--- config.mk ---
export PLATFORM = sky130hd
export DESIGN_NAME = mem_arbiter
export DESIGN_NICKNAME = d
export VERILOG_FILES = /design/src/rtl/mem_arbiter.sv
export SDC_FILE = /design/constraint.sdc
export NUM_CORES = 1
export LEC_CHECK = 0
export BUFFER_PORTS_ARGS = -buffer_cell sky130_fd_sc_hd__buf_2
export CAP_MARGIN = 5
export CORE_UTILIZATION = 25
export CTS_CLUSTER_DIAMETER = 120
export DETAILED_ROUTE_END_ITERATION = 16
export GPL_ROUTABILITY_DRIVEN = 0
export PLACE_DENSITY_LB_ADDON = 0.25
export SYNTH_ARGS = -nofsm -noshare
export SYNTH_HDL_FRONTEND = slang
export SYNTH_SLANG_ARGS = --single-unit
--- constraint.sdc ---
create_clock -name clk_i -period 1.9 [get_ports clk_i]
set_clock_uncertainty 0.1 [all_clocks]
set_input_delay 0.38 -clock clk_i [delete_from_list [all_inputs] [get_ports clk_i]]
set_output_delay 0.38 -clock clk_i [all_outputs]
set_load 0.02 [all_outputs]
--- src/rtl/mem_arbiter.sv ---
// mem_arbiter: round-robin arbiter sharing one data-memory port between the
// CPU load/store unit and the FPGA I/O front-end. Aborts an access that the
// memory fails to acknowledge within TIMEOUT cycles.
//
// Ports:
//   clk_i, rst_i                      clock, synchronous active-high reset
//   cpu_req_i/we_i/addr_i/wdata_i     CPU request, held until cpu_ack_o
//   cpu_ack_o/err_o/rdata_o           CPU one-cycle completion, error, read data
//   fpga_*                            same set for the FPGA front-end
//   mem_req_o/we_o/addr_o/wdata_o     memory strobe and latched request fields
//   mem_rdata_i, mem_ack_i            memory read data and completion
//   owner_o                           00 idle, 01 CPU, 10 FPGA
module mem_arbiter #(
  parameter int unsigned ADDR_W  = 32,
  parameter int unsigned DATA_W  = 32,
  parameter int unsigned TIMEOUT = 16
) (
  input  logic              clk_i,
  input  logic              rst_i,
  input  logic              cpu_req_i,
  input  logic              cpu_we_i,
  input  logic [ADDR_W-1:0] cpu_addr_i,
  input  logic [DATA_W-1:0] cpu_wdata_i,
  output logic              cpu_ack_o,
  output logic [DATA_W-1:0] cpu_rdata_o,
  output logic              cpu_err_o,
  input  logic              fpga_req_i,
  input  logic              fpga_we_i,
  input  logic [ADDR_W-1:0] fpga_addr_i,
  input  logic [DATA_W-1:0] fpga_wdata_i,
  output logic              fpga_ack_o,
  output logic [DATA_W-1:0] fpga_rdata_o,
  output logic              fpga_err_o,
  output logic              mem_req_o,
  output logic              mem_we_o,
  output logic [ADDR_W-1:0] mem_addr_o,
  output logic [DATA_W-1:0] mem_wdata_o,
  input  logic [DATA_W-1:0] mem_rdata_i,
  input  logic              mem_ack_i,
  output logic [1:0]        owner_o
);

  localparam int unsigned CNT_W = (TIMEOUT > 1) ? $clog2(TIMEOUT) : 1;
  localparam logic [1:0] OWN_NONE = 2'b00;
  localparam logic [1:0] OWN_CPU  = 2'b01;
  localparam logic [1:0] OWN_FPGA = 2'b10;

  typedef enum logic [1:0] {IDLE, BUSY, DONE} state_e;

  state_e              state_q, state_d;
  logic                mem_req_q, mem_req_d;
  logic                mem_we_q, mem_we_d;
  logic [ADDR_W-1:0]   mem_addr_q, mem_addr_d;
  logic [DATA_W-1:0]   mem_wdata_q, mem_wdata_d;
  logic [CNT_W-1:0]    cnt_q, cnt_d;
  logic [1:0]          owner_q, owner_d;
  logic                last_fpga_q, last_fpga_d;  // 1: FPGA was granted last
  logic                cpu_ack_q, cpu_ack_d, cpu_err_q, cpu_err_d;
  logic                fpga_ack_q, fpga_ack_d, fpga_err_q, fpga_err_d;
  logic [DATA_W-1:0]   cpu_rdata_q, cpu_rdata_d, fpga_rdata_q, fpga_rdata_d;
  logic                grant_cpu, grant_fpga;
  logic                finish, fin_err;
  logic [DATA_W-1:0]   fin_rdata;

  // State and registered outputs
  always_ff @(posedge clk_i) begin
    if (rst_i) begin
      state_q      <= IDLE;
      mem_req_q    <= 1'b0;
      mem_we_q     <= 1'b0;
      mem_addr_q   <= '0;
      mem_wdata_q  <= '0;
      cnt_q        <= '0;
      owner_q      <= OWN_NONE;
      last_fpga_q  <= 1'b1;
      cpu_ack_q    <= 1'b0;
      cpu_err_q    <= 1'b0;
      cpu_rdata_q  <= '0;
      fpga_ack_q   <= 1'b0;
      fpga_err_q   <= 1'b0;
      fpga_rdata_q <= '0;
    end else begin
      state_q      <= state_d;
      mem_req_q    <= mem_req_d;
      mem_we_q     <= mem_we_d;
      mem_addr_q   <= mem_addr_d;
      mem_wdata_q  <= mem_wdata_d;
      cnt_q        <= cnt_d;
      owner_q      <= owner_d;
      last_fpga_q  <= last_fpga_d;
      cpu_ack_q    <= cpu_ack_d;
      cpu_err_q    <= cpu_err_d;
      cpu_rdata_q  <= cpu_rdata_d;
      fpga_ack_q   <= fpga_ack_d;
      fpga_err_q   <= fpga_err_d;
      fpga_rdata_q <= fpga_rdata_d;
    end
  end

  // Next-state and output logic
  always_comb begin
    state_d      = state_q;
    mem_req_d    = mem_req_q;
    mem_we_d     = mem_we_q;
    mem_addr_d   = mem_addr_q;
    mem_wdata_d  = mem_wdata_q;
    cnt_d        = cnt_q;
    owner_d      = owner_q;
    last_fpga_d  = last_fpga_q;
    cpu_ack_d    = 1'b0;
    cpu_err_d    = 1'b0;
    cpu_rdata_d  = '0;
    fpga_ack_d   = 1'b0;
    fpga_err_d   = 1'b0;
    fpga_rdata_d = '0;
    finish       = 1'b0;
    fin_err      = 1'b0;
    fin_rdata    = '0;
    // On contention the requester not granted last wins
    grant_cpu    = cpu_req_i && (!fpga_req_i || last_fpga_q);
    grant_fpga   = fpga_req_i && !grant_cpu;

    unique case (state_q)
      IDLE: begin
        if (grant_cpu) begin
          mem_we_d    = cpu_we_i;
          mem_addr_d  = cpu_addr_i;
          mem_wdata_d = cpu_wdata_i;
          owner_d     = OWN_CPU;
        end else if (grant_fpga) begin
          mem_we_d    = fpga_we_i;
          mem_addr_d  = fpga_addr_i;
          mem_wdata_d = fpga_wdata_i;
          owner_d     = OWN_FPGA;
        end
        if (grant_cpu || grant_fpga) begin
          mem_req_d = 1'b1;
          cnt_d     = '0;
          state_d   = BUSY;
        end
      end
      BUSY: begin
        // An ack on the final timeout cycle still counts as success
        if (mem_ack_i) begin
          finish    = 1'b1;
          fin_rdata = mem_we_q ? '0 : mem_rdata_i;
        end else if (cnt_q == CNT_W'(TIMEOUT - 1)) begin
          finish  = 1'b1;
          fin_err = 1'b1;
        end else begin
          cnt_d = cnt_q + CNT_W'(1);
        end
        if (finish) begin
          mem_req_d = 1'b0;
          state_d   = DONE;
          if (owner_q == OWN_CPU) begin
            cpu_ack_d   = 1'b1;
            cpu_err_d   = fin_err;
            cpu_rdata_d = fin_rdata;
          end else begin
            fpga_ack_d   = 1'b1;
            fpga_err_d   = fin_err;
            fpga_rdata_d = fin_rdata;
          end
        end
      end
      DONE: begin
        last_fpga_d = (owner_q == OWN_FPGA);
        owner_d     = OWN_NONE;
        state_d     = IDLE;
      end
      default: state_d = IDLE;
    endcase
  end

  assign mem_req_o    = mem_req_q;
  assign mem_we_o     = mem_we_q;
  assign mem_addr_o   = mem_addr_q;
  assign mem_wdata_o  = mem_wdata_q;
  assign owner_o      = owner_q;
  assign cpu_ack_o    = cpu_ack_q;
  assign cpu_err_o    = cpu_err_q;
  assign cpu_rdata_o  = cpu_rdata_q;
  assign fpga_ack_o   = fpga_ack_q;
  assign fpga_err_o   = fpga_err_q;
  assign fpga_rdata_o = fpga_rdata_q;

endmodule

==> results of run 1 <==
==> power by group <==
group	switching [mW]	internal (mW)
combinational	0.712	0.447
clock	1.53	1.90
sequential	0.0697	3.15
total	2.31	5.49
==> kinds of logic after synthesis <==
logic type	count (synthesis)	share of synthesized area
buf+inv	73	0.05347
flops	143	0.5320
simple gates	228	0.2472
fa+ha+maj	1	0.002325
compound gates	153	0.1651
==> routing by layer <==
layer / track usage / vias up / share of wire
met2: 0.2792 / 232 / 0.51
met4: 0.06546 / 0 / 0.017
met5: 0 / - / 0
met3: 0.04110 / 18 / 0.068
li1: - / 2763 / -
met1: 0.1974 / 2675 / 0.41
==> path summary, 6_finish.rpt <==
| kind | end | startpoint | cells after the start |
|---|---|---|---|
| hold / removal | fpga_rdata_o[12] | mem_rdata_i[12] | 2 |
| setup reg to reg | mem_wdata_o[13] | state_q[0] | 5 |
| setup / recovery | mem_wdata_o[13] | state_q[0] | 5 |
| hold reg to reg | mem_req_o | mem_req_o | 2 |
==> area by class of cell <==
| type | instances | share of cell area |
|---|---|---|
| inverters | 3 | 0.001424 |
| clock buffers | 17 | 0.05378 |
| multi-input cells | 382 | 0.2871 |
| clock inverters | 15 | 0.02388 |
| flip-flops and latches | 143 | 0.3619 |
| repair buffers | 326 | 0.2281 |
| diodes | 1 | 0.0003164 |
| well taps | 275 | 0.04350 |
==> Yosys cell counts, drive strengths merged <==
cell,instances,area share
a211o,1,0.0016
a211oi,3,0.0042
a21oi,6,0.0056
a31oi,66,0.077
and2,64,0.074
and3,1,0.0012
buf,20,0.017
clkbuf,50,0.035
dfxtp,143,0.53
ha,1,0.0023
inv,3,0.0021
nand2,3,0.0021
nand2b,3,0.0035
nand3,69,0.064
nand4,66,0.077
nand4bb,1,0.0021
nor2,6,0.0042
nor2b,2,0.0023
nor3,2,0.0019
nor3b,2,0.0028
nor4,3,0.0035
o211a,1,0.0019
o21a,1,0.0014
o21ai,68,0.063
o21bai,4,0.0056
o221ai,3,0.0049
or2,1,0.0012
or3,2,0.0023
or3b,3,0.0049
==> worst register-to-register path, cell delays in order, from the launching register on <==
cell and delay, ps:
dfxtp_1 360, buf_4 180, a211oi_4 320, buf_12 260, nand3_1 120, a31oi_1 190
==> flip-flops by register name, indices dropped and copies added, names as in the netlist, 2 cells and up <==
signal        cells
cpu_rdata_o      32
fpga_rdata_o     32
mem_addr_o       32
mem_wdata_o      32
cnt_q             4
owner_o           2
state_q           2
==> results by stage, run 1 <==
Clock tree:
- For this design, the CTS-stage hold fixing added 0 buffers.
- For the worst-skew pair, the clock arrives at the later sink with an insertion delay of between 400 and 500 ps.
- Counting the buffers created by CTS gives 17.
- The worst-case clock buffer depth is 2.
- After clock tree synthesis, the clock-pin slew on the worst setup and hold paths is 70 ps.
- In this run the clock root is driven by a clkbuf_16.
- The clock drives roughly 140 sinks.
- Gates resized during post-CTS repair numbered 0.
- Post-CTS timing repair inserted 0 buffers for setup.
- The H-tree level count is 4.
- TritonCTS built the clock tree.

Route:
- The final layout contains routed wiring with a total length of 18.39 mm.
- The DRC violation count after routing is 0.
- Summing over every cut layer, the via total after detailed routing is about 5700.
- The number of DRC violations after detailed-routing iteration 0 is around 270.
- After detailed routing, the number of vias per cell comes to a little under 5.
- Once detail routing completed, the nets flagged for antenna violations numbered 0.
- The number of iterations in the first detailed-routing pass is 4.
- After detailed routing, the average wire length per cell comes to approximately 16 um.

Synth:
- The netlist uses 30 different library cells.
- The flip-flop and latch count after synthesis is 143.
- Of the synthesized area, sequential elements account for 0.5320.
- The synthesized area divided by synthesized cell count is 8.999 sq um.
- Yosys printed 0 warnings.
- Summing every instance area after synthesis gives 5381 sq um.
- Synthesis produced a netlist with a net count of ~770.
- The post-synthesis instance total is between 500 and 600.

Place:
- The detailed-placement wirelength estimate is 12.32 mm.
- The post-placement worst setup slack is approximately 260 ps.
- Counting tap cells, the placed design contains a total of between 1000 and 1500 instances.
- The cell area after placement is between 7000 and 8000 sq um.
- Port buffering added between 300 and 400 buffers.

Layout:
- The area of the multi-input gates is 2271 sq um.
- The filler cell count is between 2000 and 2500.
- In the final design database the tool counted approximately 1000 nets.
- The library cell used most frequently in the layout, excluding fill and tap cells, is buf_2.
- Relative to the synthesized area, the layout overhead comes to 46.99%.
- The final cell count without fillers is 1162.
- The area used by sequential logic in the layout is ~2900 sq um.
- The layout cell share with drive strength beyond 1 is 0.4120.
- The post-route standard cell area excluding fillers is slightly below 8000 sq um.
- At the end of the flow the core is filled with cells to 0.3751.
- The library cells used most frequently in the layout, excluding fill and tap cells, are buf_2, dfxtp_1, nand3_1.

Power:
- For this design the ratio of total power to cell area is just under 1000 nW/um^2.
- In this run the static leakage power is 3.586 nW.
- The final total power is ~8 mW.
- The worst-case IR drop observed on VDD is between 400 and 500 uV.

Global route:
- The number of antenna violations at the first check in global routing is 1.
- For this run, the total global-route usage over all layers was measured as 0.1644.
- The pin count of the biggest net entering global routing is 63.
- The first global-routing pass estimated 28.43 mm of wire.
- The number of global-route vias before repair is approximately 5400.
- The global route total overflow is 0.

Hold path:
- The worst min-delay path class is in -> reg.

Worst setup path:
- The critical path is of the reg -> reg type.
- The minimum setup slack among reg-to-reg paths is between 200 and 300 ps.
- Counting both buffers and inverters, the worst setup path holds a total of 2.
- The kind of launch point of the worst setup path is a flop.
- STA puts the critical path data required time at ~2100 ps.
- Grouping stages by cell kind, the critical path spends the most delay in compound AO/OA/AOI/OAI gates.
- The maximum net fanout on the critical path is 36.
- The critical path's slowest cell is dfxtp_1.
- STA classifies the critical path endpoint as a flop.
- On the worst path, the slowest cell contributes a delay of between 300 and 400 ps.
- The data arrival at the endpoint of the critical path is 1840 ps.
- Walking the worst path, the cells encountered are buf_4 -> a211oi_4 -> buf_12 -> nand3_1 -> a31oi_1.

Timing:
- After routing, the total negative slack on setup checks comes to 0 ps.
- In the finished design, the share of the clock period the worst path needs comes to 0.8438.
- The final-report max-slew violation count came to 0.
- Setup repair after global routing left no endpoint under its margin.
- For the pin with the worst max-slew slack, the measured transition is 648.0 ps.
- The final hold slack is approximately 64 ps.
- The hold violation count in the final report came to 0.
- The minimum setup slack in the final design is approximately 300 ps.
- Setup violations remaining at the end of the flow were counted as 0.
- Headroom to the max-slew limit came out at 0.5680.
- The peak clock frequency supported by timing is just over 600 MHz.
- The final period demand of the worst path is ~1600 ps.

Floorplan:
- The die covers roughly 22000 sq um.
- In this run the horizontal extent of the chip is between 100 and 150 um.
- The region available for standard cell placement spans approximately 21000 sq um.
- The number of top-level design ports is just over 300.
- The effective utilization at floorplan is 0.2552.
- The floorplan step set the die height to ~150 um.
- The number of standard-cell rows in the floorplan is between 50 and 60.

Status:
- The flow ran to the end, and the final reports show no timing, DRC or antenna violations.

Job:
- The tool flagged a number of max-cap violations equal to 0.
Power figures use the tool's default switching activity.
==> run 2, diff against run 1 <==
Settings changed: ABC_AREA from default to 1.
Clock period 1.9 ns to 1.5 ns, I/O delays scaled along.
==> run 2 against run 1 <==
Effect of this change: setup slack worse by 220 ps; largest cell class unchanged; fmax up 13%; sequential cell count unchanged; final cell count up 17%; area after synthesis up 7.9%; largest power group unchanged; critical path depth up 4; die area up 7.8%.
==> results by stage, run 2 <==
Place:
- Timing analysis after detailed placement gives a worst setup slack of -2.838 ps.
- Once detailed placement completed, the half-perimeter wirelength came to between 10 and 15 mm.
- Port buffering added 302 buffers.

Worst setup path:
- The minimum setup slack among reg-to-reg paths is between 80 and 90 ps.
- The number of buffers and inverters on the critical path is 4.
- The worst setup path is launched from a flop.
- The most critical setup path has its startpoint at state_q[0].
- At the worst endpoint, the required time is 1760 ps.
- For the worst setup path, the data arrival time is 1680 ps.
- Counting buffers and inverters, the worst setup path is 9 cells deep.
- In this run the worst path has a maximum fanout of 9.
- The cell family contributing the most delay on the critical path is simple AND/OR/NAND/NOR gates.
- The critical path is of the reg -> reg type.
- The cell that appears most often on the critical path is nand3_1.
- For this design, the slowest cell found on the critical path is dfxtp_2.
- In this run the critical register-to-register path is launched from state_q[0].
- The worst reg2reg path depth is 9.
- For this run, the slowest stage of the critical path takes ~350 ps.
- The critical path endpoint category is a flop.
- In this run the worst setup path terminates at mem_wdata_o[31].
- In this run the critical register-to-register path is captured at mem_wdata_o[31].
- Traced cell by cell, the critical path runs through inv_2 -> nand2_2 -> nor2_4 -> buf_12 -> buf_6 -> nand3_1 -> nand3_1 -> nand2_1 -> inv_1.

Timing:
- Headroom to the max-slew limit came out at 0.8088.
- The transition time at the pin with the least slew margin is roughly 290 ps.
- The share of the clock period used by the worst path after layout is 0.9461.
- The minimum setup slack in the final design is about 80 ps.
- The final hold slack is 28.14 ps.
- Setup repair after global routing left no endpoint under its margin.
- For this run, the top clock speed supported by timing is between 700 and 800 MHz.
- The total of endpoints with negative setup slack in the final report is 0.
- The final period demand of the worst path is between 1000 and 1500 ps.
- The final-report max-slew violation count was 0.
- The hold violation count in the final report came to 0.
- Summed over all failing endpoints, the final setup total negative slack is 0 ps.

Layout:
- The filler cell count is 2481.
- In the final layout, the share of cells above drive strength 1 is 0.3896.
- The number of antenna cells inserted is 0.
- The area used by sequential logic in the layout is between 2000 and 3000 sq um.
- The multi-input combinational cells in the finished layout cover a total of 2335 sq um.
- The most common cell after layout, fill and taps aside is buf_2.
- The layout-stage area growth over the synthesis result is 46.18%.
- The net count of the finished layout is between 1000 and 1500.
- The library cells used most frequently in the layout, excluding fill and tap cells, are buf_2, nand2_1, dfxtp_1.

Clock tree:
- The clock tree root buffer cell is clkbuf_16.
- The clock sink count is approximately 140.
- The total of hold buffers inserted after clock tree synthesis is 0.
- Clock-pin slew was measured on the worst setup and hold paths at roughly 80 ps.
- TritonCTS built the clock tree.
- The clock passes through at most 2 buffers.
- The clock reaches the later pin of the worst-skew pair after between 400 and 500 ps.
- The TritonCTS buffer count is 17.
- The H-tree generated during clock tree synthesis spans 4 levels.

Floorplan:
- The floorplan step defined a die boundary enclosing around 24000 sq um.
- The width of the chip is ~150 um.
- approximately 300 I/O pins were placed.
- The die is about 150 um tall.
- The effective utilization at floorplan is 0.2557.
- The total area inside the core boundary comes to approximately 23000 sq um.
- The number of standard-cell rows in the floorplan is between 50 and 60.

Synth:
- In this run the cell area of the synthesized design comes to between 5000 and 6000 sq um.
- Counting every net in the synthesized netlist gives roughly 930.
- The number of enable-type register cells in the synthesized netlist is 0.
- After synthesis, the cell types taking the most area are dfxtp_1, nand2_1, nand3_1, nand4_1, inv_1.
- The flip-flop and latch count after synthesis is between 100 and 150.
- The most used flip-flop cell after synthesis is dfxtp_1.
- The count of synthesis-stage warnings from yosys is 0.
- The register area share after synthesis is 0.4930.
- The biggest area contributor in the post-synthesis netlist is dfxtp_1.
- nand2_1 is the most common cell in the netlist.
- Counting every instance in the synthesized netlist gives between 700 and 800.
- After synthesis, the most frequently instantiated cells are nand2_1, dfxtp_1, nand3_1.
- The synthesized area divided by synthesized cell count is ~7.6 sq um.
- Synthesis instantiated 24 different standard cells from the library.
- The share of synthesized registers carrying an async set or reset is 0.
- The share of synthesized area in the top cell type comes to 0.4930.

Global route:
- Entering global routing, the biggest net connects 57 pins.
- The global route total overflow is 0.
- The number of antenna violations at the first check in global routing came to 1.
- The wire length of the first global-routing pass is around 31 mm.
- The number of global-route vias before repair is between 5000 and 6000.
- The combined global-route utilization of all metal layers is 0.1611.

Route:
- The detail route stage leaves a number of antenna-violating nets equal to 0.
- The number of iterations in the first detailed-routing pass is 5.
- In the routed layout, each cell is associated on average with a via count of roughly 4.4.
- Summed over all layers, the routed wires come to just under 20 mm.
- In this run, the number of DRC markers left after iteration 0 of detailed routing was roughly 450.
- The final route contains 6000 vias.
- For this run, design rule violations remaining after detail routing come to 0.
- Dividing the detail-routed wire length by the instance count gives between 10 and 15 um.

Hold path:
- The worst min-delay path class is in -> reg.

Job:
- The tool flagged a number of max-cap violations equal to 0.

Power:
- The leakage component of the power is roughly 4.6 nW.
- The largest vdd supply drop is just under 700 uV.
- Power spread over the standard cell area amounts to ~1200 nW/um^2.

Status:
- The run finished with clean final reports.
[run 2: changes by cell type after synthesis, sizes merged, moves of 4 or more]
cell and change:
o21ai -66, o21bai -4, nor2 +73, clkbuf -35
inv +75, a31oi -65, nand2 +183, buf +25
and2 -64, nand3 +67
[run 2: kinds of logic after synthesis]
| family | count (synthesis) | share of synthesized area |
|---|---|---|
| AOI/OAI and AO/OA | 9 | 0.009912 |
| adders and majority gates | 1 | 0.002154 |
| buffers and inverters | 138 | 0.1133 |
| DFF | 143 | 0.4930 |
| and+or+nand+nor | 470 | 0.3816 |
[run 2: repair_timing]
| action | 4_1_cts | 5_1_grt |
|---|---|---|
| pin swaps | 0 | 2 |
| resized for setup | 1 | 14 |
| gates cloned | 0 | 3 |
| setup buffers | 0 | 1 |
| setup endpoints to repair | 3 | 94 |
[run 2: stage by stage]
stage	instances	total power [mW]	instance area, sq um	util
6_report	1358	10.32	8488	0.3738
3_5_place_dp	1322	6.021	7750	0.3413
4_1_cts	1354	10.41	8378	0.3689
2_1_floorplan	761	5.274	5807	-
3_3_place_gp	1322	6.025	7750	0.3413
5_1_grt	1358	10.88	8488	0.3738
[run 2: worst min-delay path by stage]
stage	slack, ps	startpoint	cells after the start	to
2_1_floorplan	350	mem_rdata_i[0]	2	cpu_rdata_o[0]
3_3_place_gp	350	mem_req_o	2	mem_req_o
3_5_place_dp	360	mem_req_o	2	mem_req_o
4_1_cts	3	mem_rdata_i[0]	3	cpu_rdata_o[0]
5_1_grt	6	mem_rdata_i[5]	3	fpga_rdata_o[5]
6_report	30	mem_rdata_i[0]	3	cpu_rdata_o[0]
[run 2: power by group]
part / switching [mW] / total (mW) / internal [mW] / leakage [nW]
clock: 2.04 / 4.31 / 2.27 / 0.299
combinational: 1.15 / 1.90 / 0.751 / 3.17
sequential: 0.104 / 4.10 / 4.00 / 1.17
total: 3.29 / 10.3 / 7.02 / 4.64
[run 2: worst reg2reg max path: cells and delay by family, from the launching register on]
family                 cells  cell delay (ps)
DFF                        1              350
buffers and inverters      4              440
and+or+nand+nor            5              460
[run 2: layout make-up]
cell class                 instances  area share
clock buffer                      17     0.05012
clock inverter                    15     0.02285
inverter                          78     0.03449
multi-input combinational        480      0.2751
sequential                       143      0.3379
tap                              285     0.04201
timing repair buffer             340      0.2376
[run 2: routing by layer]
metal	vias to the layer above	global-route usage	wire length, um
met2	215	0.2579	8823
met4	2	0.04290	263
met3	21	0.06444	1659
met5	-	0	13
li1	3053	-	-
met1	2709	0.1999	8870
